## src/rtl/xor_frame_checksum.sv

```systemverilog
// Folds a frame of WIDTH-bit words into a running XOR checksum (LRC), optionally checking for a zero residue.
// Latency: cks_vld pulses in the cycle after the edge that accepted the last (or MAX_LEN-th) word.
// Backpressure: din_rdy drops only for the single DONE cycle, giving one bubble per frame.
module xor_frame_checksum #(
  parameter int WIDTH   = 8,
  parameter int MAX_LEN = 16,
  localparam int CW     = $clog2(MAX_LEN + 1)
) (
  input  logic             sys_clk,
  input  logic             sys_rst_n,
  input  logic             chk_mode,
  input  logic             din_vld,
  output logic             din_rdy,
  input  logic [WIDTH-1:0] din,
  input  logic             din_last,
  output logic             cks_vld,
  output logic [WIDTH-1:0] cks,
  output logic             cks_ok,
  output logic [CW-1:0]    len,
  output logic             len_err,
  output logic             busy
);

  localparam logic [CW-1:0] MAX_LEN_C = CW'(MAX_LEN);

  typedef enum logic [1:0] {
    IDLE = 2'd0,
    ACC  = 2'd1,
    DONE = 2'd2
  } state_t;

  state_t           state_q, state_d;
  logic [WIDTH-1:0] acc_q, acc_d;
  logic [CW-1:0]    cnt_q, cnt_d;
  logic             mode_q, mode_d;
  logic [WIDTH-1:0] cks_q, cks_d;
  logic [CW-1:0]    len_q, len_d;
  logic             cks_ok_q, cks_ok_d;
  logic             len_err_q, len_err_d;

  logic             accept;
  logic [WIDTH-1:0] acc_xor;
  logic [CW-1:0]    cnt_inc;
  logic             forced_end;

  assign accept     = din_vld & din_rdy;
  assign acc_xor    = acc_q ^ din;
  assign cnt_inc    = cnt_q + CW'(1);
  // cnt never exceeds MAX_LEN, so this compare is what keeps it from wrapping
  assign forced_end = (cnt_inc == MAX_LEN_C);

  // State and datapath registers; reset discards any partial frame and clears results
  always_ff @(posedge sys_clk or negedge sys_rst_n) begin
    if (!sys_rst_n) begin
      state_q   <= IDLE;
      acc_q     <= '0;
      cnt_q     <= '0;
      mode_q    <= 1'b0;
      cks_q     <= '0;
      len_q     <= '0;
      cks_ok_q  <= 1'b0;
      len_err_q <= 1'b0;
    end else begin
      state_q   <= state_d;
      acc_q     <= acc_d;
      cnt_q     <= cnt_d;
      mode_q    <= mode_d;
      cks_q     <= cks_d;
      len_q     <= len_d;
      cks_ok_q  <= cks_ok_d;
      len_err_q <= len_err_d;
    end
  end

  // Next-state and result capture; results load on entry to DONE and hold until the next frame ends
  always_comb begin
    state_d   = state_q;
    acc_d     = acc_q;
    cnt_d     = cnt_q;
    mode_d    = mode_q;
    cks_d     = cks_q;
    len_d     = len_q;
    cks_ok_d  = cks_ok_q;
    len_err_d = len_err_q;

    unique case (state_q)
      IDLE: begin
        if (accept) begin
          acc_d  = din;
          cnt_d  = CW'(1);
          mode_d = chk_mode;
          if (din_last) begin
            // mode_q is only being loaded now, so the live chk_mode decides cks_ok
            state_d   = DONE;
            cks_d     = din;
            len_d     = CW'(1);
            cks_ok_d  = chk_mode & (din == '0);
            len_err_d = 1'b0;
          end else begin
            state_d = ACC;
          end
        end
      end
      ACC: begin
        if (accept) begin
          acc_d = acc_xor;
          cnt_d = cnt_inc;
          if (din_last || forced_end) begin
            state_d   = DONE;
            cks_d     = acc_xor;
            len_d     = cnt_inc;
            cks_ok_d  = mode_q & (acc_xor == '0);
            len_err_d = forced_end & ~din_last;
          end
        end
      end
      DONE: begin
        state_d = IDLE;
      end
      default: begin
        state_d = IDLE;
      end
    endcase
  end

  assign din_rdy = (state_q != DONE);
  assign busy    = (state_q == ACC);
  assign cks_vld = (state_q == DONE);
  assign cks     = cks_q;
  assign len     = len_q;
  assign cks_ok  = cks_ok_q;
  assign len_err = len_err_q;

endmodule

```

## config.mk

```make
export PLATFORM = sky130hd
export DESIGN_NAME = xor_frame_checksum
export DESIGN_NICKNAME = d
export VERILOG_FILES = /design/src/rtl/xor_frame_checksum.sv
export SDC_FILE = /design/constraint.sdc
export NUM_CORES = 1
export LEC_CHECK = 0
export CAP_MARGIN = 20
export CORE_MARGIN = 1.5
export CORE_UTILIZATION = 54
export CTS_BUF_LIST = sky130_fd_sc_hd__clkbuf_4
export CTS_CLUSTER_SIZE = 12
export DETAILED_ROUTE_END_ITERATION = 10
export GPL_TIMING_DRIVEN = 0
export PLACE_DENSITY = 0.85
export SETUP_SLACK_MARGIN = 0.4
export SLEW_MARGIN = 20
export SYNTH_ARGS = -nofsm -noshare
export SYNTH_HDL_FRONTEND = slang
export SYNTH_SLANG_ARGS = --single-unit
export TNS_END_PERCENT = 1
```

## constraint.sdc

```tcl
create_clock -name sys_clk -period 2.1 [get_ports sys_clk]
set_input_delay 0.63 -clock sys_clk [delete_from_list [all_inputs] [get_ports sys_clk]]
set_output_delay 0.63 -clock sys_clk [all_outputs]
set_load 0.005 [all_outputs]
```

## Yosys cells after proc, flatten, opt, wreduce, memory -nomap -nowiden

Cells that the tools add are included.

- Output and inout port bits: 18
- Flip-flop bits (word level): 31
- Input bits: 13
- Logic and storage cells: 63

- Reduce and logical (&&, ||, !) cells: 9
- Bitwise operators: 6
- Add/subtract/negate cells: 1
- Muxes and demuxes: 31
- Equality and inequality tests: 8

Operators with widths:

| cell | count |
|---|---|
| $mux 8 | 6 |
| $pmux 8 s2 | 2 |
| $mux 5 | 6 |
| $pmux 5 s2 | 2 |
| $logic_not 8->1 | 2 |
| $mux 1 | 8 |
| $mux 2 | 4 |
| $xor 8x8->8 | 1 |
| $ne 2x2->1 const B | 3 |
| $reduce_and 3->1 | 2 |
| $add 5x1->5 const B | 1 |
| $eq 5x5->1 const B | 1 |
| $reduce_and 5->1 | 1 |
| $and 1x1->1 | 4 |
| $ne 2x1->1 const B | 2 |
| $pmux 1 s2 | 2 |
| $pmux 2 s2 | 1 |
| $eq 2x1->1 const B | 1 |
| $eq 2x2->1 const B | 1 |
| $logic_not 2->1 | 1 |
| $reduce_and 2->1 | 1 |
| $reduce_bool 2->1 | 1 |
| $logic_or 1x1->1 | 1 |
| $not 1->1 | 1 |

## Logic depth before layout (Yosys ltp)

- Word-level depth: 6
- Gate-level depth with buffers: 7
- Depth with buffers taken out: 5

## Worst setup path before layout

OpenSTA, ideal clock, no wires.

- Path type: input port to flip-flop
- Start point: input port din_vld
- End point: register cks_q[4] (netlist: cks[4])
- Path buffers: 1
- Path slack: 0.363 ns
- Arrival time: 1.612 ns
- Library setup time: 0.125 ns
- Stages: 5
- Cells stage by stage: and2b_1 -> nand4_1 -> o21ai_4 -> buf_6 -> mux2_4

- Cells in the longest elaborated chain, start to end: 3

RTL lines:

| item | RTL line | text |
|---|---|---|
| start: declaration | 12 | `input logic din_vld,` |
| $and 1x1->1 (*) | 46 | `assign accept = din_vld & din_rdy;` |
| $ne 2x2->1 (no source line) / $ne 2x1->1 (equally long branches) | - |  |
| $reduce_and 5->1 (no source line) (*) | - |  |
| end signal: assignment | 68 | `cks_q <= cks_d;` |
| end: declaration | 36 | `logic [WIDTH-1:0] cks_q, cks_d;` |

Every way passes the cells marked *; elsewhere a longest branch is shown, timed or not.
A chain may end at the register's enable or synchronous reset.

## Final worst setup path

- Start point: register state_q[0]
- End point: output port busy

- Cells in the longest elaborated chain, start to end: 1

RTL lines:

| item | RTL line | text |
|---|---|---|
| start: declaration | 32 | `state_t state_q, state_d;` |
| start signal: assignment | 64 | `state_q <= state_d;` |
| $eq 2x1->1 | 127 | `assign busy = (state_q == ACC);` |
| end: declaration | 21 | `output logic busy` |

No other way between the ends.

==> impl_metrics.py <==
metrics = {
    "final_layout": {
        "num_antenna_cells": 0,
        "drive_gt1_share_pct": 21.0,
        "multi_input_area_um2": 841,
        "seqCellArea_um2": 777,
        "nFillCells": 244,
        "fin_area_um2": 2130,
        "final_common_cell": "dfrtp_1",
        "final_cell_count_no_fill": 249,
        "layout_common_cells": "dfrtp_1 (30), nand2_1 (19), clkdlybuf4s50_1 (19)",
        "syn_to_final_growth_pct": 25.6,
        "final_nets": 220,
    },
    "clock_tree": {
        "hold_buffers": 0,
        "cts_buffer_depth": 2,
        "cts_buffers": 5,
        "root_buffer": "clkbuf_4",
        "clk_latency_ps": 330,
        "htreeDepth": 2,
        "clk_pin_slew_ps": 90,
        "clock_sink_count": 31,
        "cts_tree": "done",
    },
    "setup_path": {
        "cp_max_fo": 2,
        "end_kind": "output pin",
        "required_ps": 1470,
        "reg2reg_depth": 5,
        "r2r_slack_ps": 350,
        "arrival_ps": 1380,
        "critPathLaunchType": "register",
        "criticalPathCategory": "reg2out",
        "r2r_end": "cks[1]",
        "r2r-start": "cnt_q[0]",
    },
    "logic_synthesis": {
        "synth_area_um2": 1690,
        "synth_edf_count": 0,
        "synth_cells": 167,
        "synth_nets": 181,
        "yosysUniqueCellTypes": 31,
        "netlist.top_cell.by_area": "dfrtp_1",
        "yosysWarnings": 0,
        "netlist.area_leader.share_pct": 45.8,
        "ys_ff_latch": 31,
        "synth_area_leaders": "dfrtp_1 (46%), xnor2_1 (8.3%), mux2_4 (7.1%), a21oi_1 (5.0%), mux2_2 (4.7%)",
        "ys_seq_area_share_pct": 45.8,
        "async_reset_ff_share_pct": 100,
        "synth_area_per_cell_um2": 10.1,
        "synthFlopType": "dfrtp_1",
    },
    "timing": {
        "fin_worst_skew_ps": 11.1,
        "finalSetupTns_ps": 0,
        "max_freq_mhz": 496,
        "slew_headroom_pct": 53.1,
        "holdWs_ps": 341,
        "finalCritPeriodShare_pct": 95.9,
        "setup_ws_ps": 85.3,
        "hold_viol_final": 0,
        "tightest_slew_ps": 703,
        "finalSetupViolCount": 0,
        "slew_violations": 0,
        "rsz0062_at_grt": "true",
        "period_needed_ps": 2010,
    },
    "power": {
        "pwr_density_cell_nw_per_um2": 759,
        "p_switching_w": 0.000488,
        "power.switching_fraction_pct": 30.2,
        "power_frac_seq_pct": 49.6,
        "clockPowerShare_pct": 19.5,
        "p_int_w": 0.00113,
        "p_leak_nw": 0.881,
        "combPwrFrac_pct": 31.0,
        "peakVddDrop_mv": 0.397,
    },
    "outcome": {
        "status": "finished clean",
    },
    "detailed_routing": {
        "vias_per_cell": 5.47,
        "vias": 1362,
        "ant_nets": 0,
        "routed_wl_um": 3730,
        "first_iter_violations": 70,
        "drc": 0,
        "dr.pass1.iters": 4,
        "wl_per_cell_um": 15.0,
    },
    "place": {
        "portBuffers": 23,
        "placed_cell_area_um2": 1970,
        "place_ws_ps": -321,
        "place_congestion": 0.840,
        "place_inst": 234,
        "hpwlAfterDp_um": 2550,
    },
    "job": {
        "cap_violations": 0,
    },
    "grt": {
        "grt_max_degree": 32,
        "grt_pass1_vias": 1424,
        "grtUsageTotal_pct": 25.4,
        "overflow": 0,
        "grt_pass1_wl_um": 6500,
        "antenna_found_initial": 0,
    },
    "floorplanning": {
        "rows": 20,
        "core_area_um2": 3030,
        "die_h_um": 59.0,
        "die_area_um2": 3480,
        "die_x_um": 59.0,
        "start_util_pct": 56.0,
        "ios": 31,
    },
    "hold_path": {
        "hold_path.class": "in2async",
    },
}
==> cells in the mapped netlist, drive strengths merged (2+ instances only) <==
cell type	instances
mux2i	2
nand2	19
nand2b	5
buf	5
clkbuf	9
o31ai	2
xnor2	16
nand3	12
nor2b	2
inv	3
nor2	3
mux2	15
dfrtp	31
nand4	2
o21ai	12
xor2	2
a21oi	18
nor4	2
==> power by group through the flow <==
stage	Sequential, W	Combinational (W)	Clock [W]
final	0.000801	0.000500	0.000314
after global routing	0.000821	0.000552	0.000353
after CTS	0.000800	0.000497	0.000328
after detailed placement	0.000812	0.000462	0
after global placement	0.000802	0.000445	0
after floorplan	0.000796	0.000270	0
==> per-layer routing <==
layer	wire length, um	GRT usage, %	up-vias
met5	0	0	-
met4	60	8.12	0
met3	137	5.90	7
met2	1960	45.2	35
met1	1560	30.3	668
li1	-	-	652
==> kinds of logic after synthesis <==
| group | Yosys count | synth area share, % |
|---|---|---|
| simple gates | 50 | 15.0 |
| xor+xnor | 18 | 9.31 |
| buf+inv | 17 | 5.10 |
| fa+ha+maj | 1 | 0.738 |
| mux | 17 | 12.9 |
| flops | 31 | 45.8 |
| compound gates | 33 | 11.2 |
==> worst max path at each step <==
stage	startpoint	end	slack [ps]
after floorplan	din_vld	cks[4]	360
after global placement	din_vld	cks[6]	-270
after detailed placement	din_vld	len[0]	-320
after CTS	state_q[0]	busy	90
after global routing	state_q[0]	busy	50
final	state_q[0]	busy	90
==> stage by stage <==
step,total power [W],utilization (%)
6_report,0.00162,70.3
5_1_grt,0.00173,70.3
4_1_cts,0.00162,69.6
3_5_place_dp,0.00127,65.2
3_3_place_gp,0.00125,65.4
2_1_floorplan,0.00107,-
==> critical path, cell delays in order (launching register included) <==
cell	delay (ps)
dfrtp_2	430
buf_6	120
nand2b_4	60
buf_6	100
inv_4	30
buf_8	110
buf_6	110
buf_6	100
==> state kept, by name, indices dropped and copies added, names as in the netlist <==
register  cells
len           5
cks           8
cnt_q         5
acc_q         8
len_err       1
cks_ok        1
state_q       2
mode_q        1
==> layout make-up <==
| cell class | count | share of cell area (%) |
|---|---|---|
| multi-input combinational | 119 | 39.5 |
| sequential | 31 | 36.5 |
| timing repair buffer | 32 | 14.1 |
| buffer | 14 | 4.59 |
| tap | 44 | 2.59 |
| clock buffer | 6 | 2.12 |
| inverter | 3 | 0.647 |
==> timing repair <==
item                       4_1_cts  5_1_grt
resized for setup               15        4
buffers inserted                 8        1
setup endpoints to repair       43       44
pin swaps                        1        2
No activity file was read; power rests on OpenSTA's default activity.
